===== src/rtl/change_payout_ctrl_if.sv =====
// Bundle between the vending FSM and the coin-change ejector sequencer.
// Optional spur_cnt signal is present only when CHANGE_SPUR_CNT_EN is defined.
interface change_payout_ctrl_if #(
    parameter int unsigned AMT_W = 4
);
    logic             req_valid;
    logic [AMT_W-1:0] req_amount;
    logic             req_ready;
    logic             coin_sense;
    logic             clr_err;
    logic             sol_out;
    logic             busy;
    logic             done;
    logic             err;
    logic [AMT_W-1:0] paid;
    logic [AMT_W-1:0] remaining;
`ifdef CHANGE_SPUR_CNT_EN
    logic [3:0]       spur_cnt;
`endif

    modport master (
        output req_valid, req_amount, coin_sense, clr_err,
        input  req_ready, sol_out, busy, done, err, paid, remaining
`ifdef CHANGE_SPUR_CNT_EN
        , input spur_cnt
`endif
    );

    modport slave (
        input  req_valid, req_amount, coin_sense, clr_err,
        output req_ready, sol_out, busy, done, err, paid, remaining
`ifdef CHANGE_SPUR_CNT_EN
        , output spur_cnt
`endif
    );
endinterface


===== src/rtl/change_payout_ctrl.sv =====
// Coin-change ejector sequencer: fires the solenoid per coin, confirms via sensor, retries, faults.
// Define CHANGE_SPUR_CNT_EN to add the saturating spurious-sense counter (spur_cnt).
module change_payout_ctrl #(
    parameter int unsigned AMT_W     = 4,
    parameter int unsigned PULSE_CYC = 10,
    parameter int unsigned GAP_CYC   = 10,
    parameter int unsigned TMO_CYC   = 50,
    parameter int unsigned MAX_RETRY = 2
) (
    input logic                 clk,
    input logic                 rst,
    change_payout_ctrl_if.slave bus
);
    localparam int unsigned MAX_PG = (PULSE_CYC > GAP_CYC) ? PULSE_CYC : GAP_CYC;
    localparam int unsigned MAX_T  = (MAX_PG > TMO_CYC) ? MAX_PG : TMO_CYC;
    localparam int unsigned TW     = $clog2(MAX_T + 1);
    localparam int unsigned RW     = (MAX_RETRY > 0) ? $clog2(MAX_RETRY + 1) : 1;

    typedef enum logic [2:0] {StIdle, StFire, StWait, StGap, StDone, StFault} state_e;

    state_e           state_q, state_d;
    logic [TW-1:0]    timer_q, timer_d;
    logic [RW-1:0]    retry_q, retry_d;
    logic             hit_q, hit_d;
    logic [AMT_W-1:0] paid_q, paid_d;
    logic [AMT_W-1:0] rem_q, rem_d;
    logic             sol_q, sol_d;
    logic             done_q, done_d;
    logic             err_q, err_d;
    logic             prev_sense_q;
    logic             sense_edge;
    logic             spur_evt;

    assign sense_edge = bus.coin_sense & ~prev_sense_q;

    always_comb begin
        state_d  = state_q;
        timer_d  = timer_q;
        retry_d  = retry_q;
        hit_d    = hit_q;
        paid_d   = paid_q;
        rem_d    = rem_q;
        sol_d    = sol_q;
        done_d   = 1'b0;
        err_d    = err_q;
        spur_evt = 1'b0;
        unique case (state_q)
            StIdle: begin
                spur_evt = sense_edge;
                if (bus.req_valid) begin
                    paid_d  = '0;
                    retry_d = '0;
                    hit_d   = 1'b0;
                    rem_d   = bus.req_amount;
                    if (bus.req_amount == '0) begin
                        state_d = StDone;
                        done_d  = 1'b1;
                    end else begin
                        state_d = StFire;
                        timer_d = TW'(PULSE_CYC);
                        sol_d   = 1'b1;
                    end
                end
            end
            StFire: begin
                timer_d = timer_q - TW'(1);
                // Only one coin is credited per pulse so paid+remaining cannot wrap.
                if (sense_edge && !hit_q) begin
                    hit_d   = 1'b1;
                    paid_d  = paid_q + AMT_W'(1);
                    rem_d   = rem_q - AMT_W'(1);
                    retry_d = '0;
                end
                if (timer_q == TW'(1)) begin
                    sol_d = 1'b0;
                    if (!hit_d) begin
                        state_d = StWait;
                        timer_d = TW'(TMO_CYC);
                    end else if (rem_d == '0) begin
                        state_d = StDone;
                        done_d  = 1'b1;
                    end else begin
                        state_d = StGap;
                        timer_d = TW'(GAP_CYC);
                    end
                end
            end
            StWait: begin
                timer_d = timer_q - TW'(1);
                if (sense_edge) begin
                    // A coin arriving on the expiry cycle still counts; no retry is charged.
                    paid_d  = paid_q + AMT_W'(1);
                    rem_d   = rem_q - AMT_W'(1);
                    retry_d = '0;
                    if (rem_d == '0) begin
                        state_d = StDone;
                        done_d  = 1'b1;
                    end else begin
                        state_d = StGap;
                        timer_d = TW'(GAP_CYC);
                    end
                end else if (timer_q == TW'(1)) begin
                    if (retry_q < RW'(MAX_RETRY)) begin
                        retry_d = retry_q + RW'(1);
                        state_d = StGap;
                        timer_d = TW'(GAP_CYC);
                    end else begin
                        state_d = StFault;
                        err_d   = 1'b1;
                    end
                end
            end
            StGap: begin
                spur_evt = sense_edge;
                timer_d  = timer_q - TW'(1);
                if (timer_q == TW'(1)) begin
                    state_d = StFire;
                    timer_d = TW'(PULSE_CYC);
                    sol_d   = 1'b1;
                    hit_d   = 1'b0;
                end
            end
            StDone: begin
                spur_evt = sense_edge;
                state_d  = StIdle;
            end
            StFault: begin
                spur_evt = sense_edge;
                if (bus.clr_err) begin
                    err_d   = 1'b0;
                    state_d = StIdle;
                end
            end
            default: state_d = StIdle;
        endcase
    end

    always_ff @(posedge clk or negedge rst) begin
        if (!rst) begin
            state_q      <= StIdle;
            timer_q      <= '0;
            retry_q      <= '0;
            hit_q        <= 1'b0;
            paid_q       <= '0;
            rem_q        <= '0;
            sol_q        <= 1'b0;
            done_q       <= 1'b0;
            err_q        <= 1'b0;
            prev_sense_q <= 1'b0;
        end else begin
            state_q      <= state_d;
            timer_q      <= timer_d;
            retry_q      <= retry_d;
            hit_q        <= hit_d;
            paid_q       <= paid_d;
            rem_q        <= rem_d;
            sol_q        <= sol_d;
            done_q       <= done_d;
            err_q        <= err_d;
            prev_sense_q <= bus.coin_sense;
        end
    end

`ifdef CHANGE_SPUR_CNT_EN
    logic [3:0] spur_q, spur_d;

    always_comb begin
        spur_d = spur_q;
        if (state_q == StFault && bus.clr_err) begin
            spur_d = '0;
        end else if (spur_evt && spur_q != 4'd15) begin
            spur_d = spur_q + 4'd1;
        end
    end

    always_ff @(posedge clk or negedge rst) begin
        if (!rst) begin
            spur_q <= '0;
        end else begin
            spur_q <= spur_d;
        end
    end

    assign bus.spur_cnt = spur_q;
`else
    logic unused_spur;
    assign unused_spur = spur_evt;
`endif

    assign bus.req_ready = (state_q == StIdle);
    assign bus.busy      = (state_q != StIdle);
    assign bus.sol_out   = sol_q;
    assign bus.done      = done_q;
    assign bus.err       = err_q;
    assign bus.paid      = paid_q;
    assign bus.remaining = rem_q;
endmodule


===== src/flat_wrapper.sv =====
// flat-port wrapper written by rule: the top's interface ports become plain ports
module change_payout_ctrl_flat 
#(
    parameter int unsigned AMT_W     = 4,
    parameter int unsigned PULSE_CYC = 10,
    parameter int unsigned GAP_CYC   = 10,
    parameter int unsigned TMO_CYC   = 50,
    parameter int unsigned MAX_RETRY = 2
)
  (clk, rst, bus_req_valid, bus_req_amount, bus_coin_sense, bus_clr_err, bus_req_ready, bus_sol_out, bus_busy, bus_done, bus_err, bus_paid, bus_remaining);
  change_payout_ctrl_if #(.AMT_W(AMT_W)) bus_i ();
  input logic clk;
  input logic rst;
  input wire logic [$bits(bus_i.req_valid)-1:0] bus_req_valid;
  input wire logic [$bits(bus_i.req_amount)-1:0] bus_req_amount;
  input wire logic [$bits(bus_i.coin_sense)-1:0] bus_coin_sense;
  input wire logic [$bits(bus_i.clr_err)-1:0] bus_clr_err;
  output wire logic [$bits(bus_i.req_ready)-1:0] bus_req_ready;
  output wire logic [$bits(bus_i.sol_out)-1:0] bus_sol_out;
  output wire logic [$bits(bus_i.busy)-1:0] bus_busy;
  output wire logic [$bits(bus_i.done)-1:0] bus_done;
  output wire logic [$bits(bus_i.err)-1:0] bus_err;
  output wire logic [$bits(bus_i.paid)-1:0] bus_paid;
  output wire logic [$bits(bus_i.remaining)-1:0] bus_remaining;
  assign bus_i.req_valid = bus_req_valid;
  assign bus_i.req_amount = bus_req_amount;
  assign bus_i.coin_sense = bus_coin_sense;
  assign bus_i.clr_err = bus_clr_err;
  assign bus_req_ready = bus_i.req_ready;
  assign bus_sol_out = bus_i.sol_out;
  assign bus_busy = bus_i.busy;
  assign bus_done = bus_i.done;
  assign bus_err = bus_i.err;
  assign bus_paid = bus_i.paid;
  assign bus_remaining = bus_i.remaining;
  change_payout_ctrl #(.AMT_W(AMT_W), .PULSE_CYC(PULSE_CYC), .GAP_CYC(GAP_CYC), .TMO_CYC(TMO_CYC), .MAX_RETRY(MAX_RETRY)) u_core (.clk(clk), .rst(rst), .bus(bus_i));
endmodule

===== config.mk =====
export PLATFORM = sky130hd
export DESIGN_NAME = change_payout_ctrl_flat
export DESIGN_NICKNAME = d
export VERILOG_FILES = /design/src/rtl/change_payout_ctrl_if.sv /design/src/rtl/change_payout_ctrl.sv /design/src/flat_wrapper.sv
export SDC_FILE = /design/constraint.sdc
export NUM_CORES = 1
export LEC_CHECK = 0
export BUFFER_PORTS_ARGS = -buffer_cell sky130_fd_sc_hd__buf_2
export CELL_PAD_IN_SITES_DETAIL_PLACEMENT = 0
export CELL_PAD_IN_SITES_GLOBAL_PLACEMENT = 1
export CORE_ASPECT_RATIO = 1.1
export CORE_MARGIN = 2
export CORE_UTILIZATION = 46
export DETAILED_ROUTE_END_ITERATION = 10
export GPL_TIMING_DRIVEN = 0
export HOLD_SLACK_MARGIN = 0.05
export PLACE_DENSITY = 0.81
export SETUP_SLACK_MARGIN = 0.5
export SYNTH_ARGS = -nofsm -noshare
export SYNTH_HDL_FRONTEND = slang
export SYNTH_SLANG_ARGS = --single-unit

===== constraint.sdc =====
create_clock -name clk -period 5.6 [get_ports clk]
set_clock_uncertainty 0.15 [all_clocks]
set_input_delay 0.56 -clock clk [delete_from_list [all_inputs] [get_ports clk]]
set_output_delay 0.56 -clock clk [all_outputs]
set_load 0.005 [all_outputs]

==> impl_metrics.env, run 1 <==
export IMPL_outcome="completed"
export IMPL_clock_latency_ns=0.27
export IMPL_place_hpwl_mm=3.63
export IMPL_gp_congestion=0.899
export IMPL_worstPathArrival_ns=2.69
export IMPL_async_flop_share_pct=100
export IMPL_setup_tns_ns=0
export IMPL_p_leak_nw=0.863
export IMPL_grt_use_total_pct=24.1
export IMPL_rsz0062_at_grt="false"
export IMPL_drt_wirelength_per_cell_um=16.3
export IMPL_final_area_sq_um=1960
export IMPL_drt_wl_total_mm=4.77
export IMPL_antenna_found_initial=0
export IMPL_grtUsageMet1_pct=30.6
export IMPL_io_buffers=21
export IMPL_dp_cells=288
export IMPL_crit_family="compound AO/OA/AOI/OAI gates"
export IMPL_yosys_warnings=0
export IMPL_route_detailed_drc=0
export IMPL_post_place_ws_ns=2.99
export IMPL_finalSetupViolCount=0
export IMPL_finalWorstSetupSlack_ns=2.92
export IMPL_die_area_sq_um=4290
export IMPL_crit_start="u_core.bus.remaining[0]$_DFFE_PN0P_"
export IMPL_cts_made_buffers=3
export IMPL_first_iter_violations=162
export IMPL_core_sq_um=3630
export IMPL_postCtsHoldBufs=0
export IMPL_synthesis_area_sq_um=1740
export IMPL_routed_via_density=6.03
export IMPL_final_common_cell="dfrtp_1"
export IMPL_relSlewSlack_pct=37.5
export IMPL_yosysSeqAreaShare_pct=34.5
export IMPL_rr_endpoint="u_core.timer_q[1]$_DFFE_PN0P_"
export IMPL_cp_cell_sequence="inv_1 > ha_1 > nor3b_1 > nand3_1 > a221oi_1 > a22oi_1 > o32a_1"
export IMPL_cp_required_ns=5.61
export IMPL_met3_usage_pct=2.76
export IMPL_powerDensity_nw_per_um2=527
export IMPL_setup_worst_path_end="u_core.timer_q[1]$_DFFE_PN0P_"
export IMPL_drive_gt1_share_pct=13.6
export IMPL_drv_cap=0
export IMPL_synth_cells=217
export IMPL_path_clk_slew_ns=0.08
export IMPL_ir_drop_v=0.000231
export IMPL_cts_repair_resized=0
export IMPL_ant_nets=0
export IMPL_path_buf_inv=1
export IMPL_critPathMaxFanout=10
export IMPL_firstDrtPassIters=4
export IMPL_holdCritPathClass="in -> async"
export IMPL_grt_max_degree=25
export IMPL_ys_types=48
export IMPL_rows=23
export IMPL_grt_util_met2_pct=43.3
export IMPL_clockRootBuffer="clkbuf_8"
export IMPL_min_period_ns=2.68
export IMPL_worstMarginPinSlew_ns=0.935
export IMPL_overflow=0
export IMPL_finalCritPeriodShare_pct=47.8
export IMPL_ys_seq_elements=24
export IMPL_final_cell_mix="dfrtp_1 (24), buf_2 (23), nand2_1 (22)"
export IMPL_r2r_cells=7
export IMPL_placed_area_sq_um=1910
export IMPL_critPathMaxStageDelay_ns=0.63
export IMPL_synthMuxAreaShare_pct=0
export IMPL_max_freq_mhz=374
export IMPL_worstSetupEndpointType="flop"
export IMPL_hold_ws_ns=0.117
export IMPL_synth_area_per_cell_sq_um=8.02
export IMPL_synth_edf_count=0
export IMPL_cts_sinks=24
export IMPL_syn_nets=231
export IMPL_path_depth=7
export IMPL_grt_first_pass_wirelength_mm=8.03
export IMPL_cts_max_path_buffers=2
export IMPL_yosys_area_share_simple_pct=28.4
export IMPL_cp_start_kind="flop"
export IMPL_cts_tree="done"
export IMPL_nNetsFinal=257
export IMPL_synth_top_family_by_area="simple AND/OR/NAND/NOR gates"
export IMPL_cts_setup_buffers=0
export IMPL_synth_fa_ha_area_share_pct=3.59
export IMPL_synth_compound_area_share_pct=28.0
export IMPL_syn_to_final_growth_pct=12.8
export IMPL_worst_r2r_setup_slack_ns=2.92
export IMPL_fin_total_pwr_mw=1.03
export IMPL_cts_htree_levels=1
export IMPL_finalMaxSlewViolations=0
export IMPL_initial_core_util_pct=48.0
export IMPL_die_y_um=68.5
export IMPL_grt_pass1_vias=1649
export IMPL_fin_cells=292
export IMPL_r2r_start="u_core.bus.remaining[0]$_DFFE_PN0P_"
export IMPL_busiest_layer="met2"
export IMPL_pin_count=22
export IMPL_synth_xor_area_share_pct=1.51
export IMPL_hold_viol=0
export IMPL_cpMaxStageDelayCell="a221oi_1"
export IMPL_final_util_pct=54.1
export IMPL_critPathKind="reg -> reg"
export IMPL_die_w_um=62.6
export IMPL_vias=1760
export IMPL_ys_flop_type="dfrtp_1"
export IMPL_diodes=0
cells in the mapped netlist (2+ instances only):
cell	instances	area (sq um)
dfrtp_1	24	601
nand2_1	22	82.6
a21oi_1	19	95.1
o21ai_0	18	90.1
nor2_1	17	63.8
inv_1	10	37.5
nand3_1	8	40.0
nor3_1	8	40.0
or3_1	7	43.8
clkbuf_1	6	22.5
nor3b_1	6	45.0
a31oi_1	5	31.3
and2_1	5	31.3
ha_1	5	62.6
and3_1	4	25.0
nor2b_1	4	25.0
o31ai_1	4	30.0
a21o_1	3	22.5
nand2b_1	3	18.8
o32a_1	3	30.0
a221oi_1	2	17.5
a22oi_1	2	15.0
buf_2	2	10.0
nor4_1	2	12.5
o21ai_1	2	10.0
o221ai_1	2	17.5
o32ai_1	2	17.5
xor2_1	2	17.5
layer usage:
layer  vias up  share of wire (%)
met3         6                4.2
met5         -                  0
met1       847                 45
met2        56                 50
li1        851                  -
met4         0                1.3
worst min-delay path by stage:
| stage | to | slack [ns] |
|---|---|---|
| floorplan | u_core.bus.done$_DFF_PN0_ | 0.11 |
| global placement | u_core.retry_q[0]$_DFFE_PN0P_ | 0.34 |
| detailed placement | u_core.retry_q[0]$_DFFE_PN0P_ | 0.36 |
| CTS | u_core.bus.remaining[0]$_DFFE_PN0P_ | 0.13 |
| global route | u_core.bus.done$_DFF_PN0_ | 0.17 |
| finish | u_core.timer_q[3]$_DFFE_PN0P_ | 0.12 |
power breakdown:
group	switching, mW	leakage [nW]	internal (mW)
Sequential	0.0583	0.302	0.232
Combinational	0.386	0.533	0.237
Clock	0.0577	0.0288	0.0630
layout make-up:
class                           count  area [sq um]
Sequential cell                    24           601
Timing Repair Buffer               21           105
Multi-Input combinational cell    175          1070
Tap cell                           50          62.6
Fill cell                         371          1660
Clock buffer                        4          55.1
Inverter                           10          37.5
Buffer                              8          32.5
sequential cells by signal, summed over array words and instances (netlist names):
name,count
u_core.retry_q,2
u_core.bus.err,1
u_core.hit_q,1
u_core.bus.sol_out,1
u_core.bus.paid,4
u_core.bus.done,1
u_core.prev_sense_q,1
u_core.timer_q,6
u_core.bus.remaining,4
u_core.state_q,3
worst reg2reg max path: cells and delay by family (launching register included):
family | cells | cell delay (ns)
compound gates | 3 | 1.13
buf+inv | 1 | 0.12
fa+ha+maj | 1 | 0.31
flops | 1 | 0.50
simple gates | 2 | 0.35
kinds of logic (layout without fill, tap and decap cells):
logic type,after synthesis,count (layout)
compound gates,73,73
xor+xnor,3,3
fa+ha+maj,5,5
buf+inv,18,43
flops,24,24
simple gates,94,94
(Power assumes the default switching activity.)
==> run 2: changes to the inputs <==
--- a/config.mk
+++ b/config.mk
@@ -10,11 +10,11 @@
 export CELL_PAD_IN_SITES_GLOBAL_PLACEMENT = 1
 export CORE_ASPECT_RATIO = 1.1
 export CORE_MARGIN = 2
-export CORE_UTILIZATION = 46
+export CORE_UTILIZATION = 43
 export DETAILED_ROUTE_END_ITERATION = 10
 export GPL_TIMING_DRIVEN = 0
 export HOLD_SLACK_MARGIN = 0.05
-export PLACE_DENSITY = 0.81
+export PLACE_DENSITY = 0.77
 export SETUP_SLACK_MARGIN = 0.5
 export SYNTH_ARGS = -nofsm -noshare
 export SYNTH_HDL_FRONTEND = slang
==> constraint.sdc (replaced) <==
create_clock -name clk -period 2.7 [get_ports clk]
set_clock_uncertainty 0.15 [all_clocks]
set_input_delay 0.27 -clock clk [delete_from_list [all_inputs] [get_ports clk]]
set_output_delay 0.27 -clock clk [all_outputs]
set_load 0.005 [all_outputs]
==> impl_metrics.env, run 2 (same netlist as run 1, synthesis figures left out) <==
export IMPL_path_clk_slew_ns=0.09
export IMPL_drive_gt1_share_pct=21.9
export IMPL_syn_to_final_growth_pct=22.2
export IMPL_cts_tree="done"
export IMPL_pin_count=22
export IMPL_post_place_ws_ns=0.253
export IMPL_rows=24
export IMPL_core_sq_um=3930
export IMPL_grt_first_pass_wirelength_mm=7.93
export IMPL_worst_r2r_setup_slack_ns=0.54
export IMPL_finalCritPeriodShare_pct=80.0
export IMPL_gp_congestion=0.857
export IMPL_powerDensity_nw_per_um2=1090
export IMPL_worstMarginPinSlew_ns=0.578
export IMPL_postCtsHoldBufs=2
export IMPL_critPathMaxFanout=5
export IMPL_outcome="completed"
export IMPL_final_area_sq_um=2130
export IMPL_drt_wirelength_per_cell_um=15.8
export IMPL_vias=1804
export IMPL_holdCritPathClass="in -> reg"
export IMPL_finalMaxSlewViolations=0
export IMPL_finalSetupViolCount=0
export IMPL_min_period_ns=2.16
export IMPL_critPathKind="reg -> reg"
export IMPL_die_y_um=70.7
export IMPL_cts_sinks=24
export IMPL_worstPathArrival_ns=2.20
export IMPL_routed_via_density=5.95
export IMPL_firstDrtPassIters=4
export IMPL_fin_cells=303
export IMPL_max_freq_mhz=463
export IMPL_diodes=0
export IMPL_clock_latency_ns=0.28
export IMPL_seq_area_sq_um=602
export IMPL_place_hpwl_mm=3.54
export IMPL_ant_nets=0
export IMPL_finalWorstSetupSlack_ns=0.540
export IMPL_setup_tns_ns=0
export IMPL_largest_reg_flops=6
export IMPL_grt_pass1_vias=1668
export IMPL_initial_core_util_pct=44.2
export IMPL_p_leak_nw=0.924
export IMPL_cts_htree_levels=1
export IMPL_first_iter_violations=147
export IMPL_nNetsFinal=266
export IMPL_rsz0062_at_grt="true"
export IMPL_cts_max_path_buffers=2
export IMPL_drv_cap=0
export IMPL_io_buffers=21
export IMPL_fillers=389
export IMPL_die_w_um=64.7
export IMPL_dp_cells=290
export IMPL_cp_start_kind="flop"
export IMPL_relSlewSlack_pct=61.5
export IMPL_grt_use_total_pct=21.8
export IMPL_die_area_sq_um=4570
export IMPL_route_detailed_drc=0
export IMPL_final_cell_mix="buf_2 (23), dfrtp_1 (23), nand2_1 (22)"
export IMPL_ir_drop_v=0.000558
export IMPL_drt_wl_total_mm=4.80
export IMPL_placed_area_sq_um=1920
export IMPL_multiInputGateArea_sq_um=1150
export IMPL_overflow=0
export IMPL_clockRootBuffer="clkbuf_8"
export IMPL_fin_total_pwr_mw=2.32
export IMPL_regMostFlops="u_core.timer_q"
export IMPL_hold_viol=0
export IMPL_cts_made_buffers=3
export IMPL_worstSetupEndpointType="flop"
export IMPL_cp_required_ns=2.74
export IMPL_antenna_found_initial=0
export IMPL_grt_max_degree=25
run 2: cell count changes in the layout (fill, tap and decap cells not counted), sizes merged:
cell / delta
dlygate4sd3: +2
buf: +7
run 2: layout make-up:
class,instances,share of cell area [%]
tap,52,3.06
buffer,8,1.71
clock buffer,4,2.59
sequential,24,28.3
inverter,10,1.76
multi-input combinational,175,54.2
timing repair buffer,30,8.35
run 2: worst paths after layout:
kind	start	to	cells after the start
worst max-delay path	u_core.prev_sense_q$_DFF_PN0_	u_core.timer_q[4]$_DFFE_PN0P_	5
worst min-delay path	bus_coin_sense	u_core.prev_sense_q$_DFF_PN0_	1
worst max register to register	u_core.prev_sense_q$_DFF_PN0_	u_core.timer_q[4]$_DFFE_PN0P_	5
worst min register to register	u_core.bus.paid[1]$_DFFE_PN0P_	u_core.bus.paid[1]$_DFFE_PN0P_	2
max in group asynchronous	rst	u_core.bus.remaining[0]$_DFFE_PN0P_	2
min in group asynchronous	rst	u_core.timer_q[4]$_DFFE_PN0P_	2
run 2: timing repair:
item                       CTS  global route
setup buffers                4             3
setup endpoints to repair   16            11
pin swaps                    2             4
resized for setup            9            11
hold endpoints to repair    26             1
run 2: per-stage QoR:
step / utilization (%) / hold WS, ns
2_1_floorplan: - / -0.176
3_3_place_gp: 48.7 / 0.144
3_5_place_dp: 48.7 / 0.157
4_1_cts: 52.7 / 0.00799
5_1_grt: 54.1 / 0.0140
6_report: 54.1 / 0.00484
run 2: metal layers:
| metal | vias to the layer above | global-route usage [%] | share of wire, % |
|---|---|---|---|
| li1 | 874 | - | - |
| met1 | 861 | 29.9 | 47 |
| met2 | 60 | 35.4 | 47 |
| met3 | 9 | 2.38 | 4.4 |
| met4 | 0 | 8.51 | 1.9 |
| met5 | - | 0 | 0 |
run 2: where the power goes:
part           switching, mW  internal (mW)
clock                  0.132          0.131
combinational          0.880          0.604
sequential            0.0932          0.483
total                   1.11           1.22
run 2: worst max-delay path, stage by stage, from the launching register on:
cell and delay (ns):
dfrtp_1 0.44, nor3b_1 0.48, nand3_2 0.20, a2111oi_4 0.46
nor3_1 0.08, o311ai_1 0.26
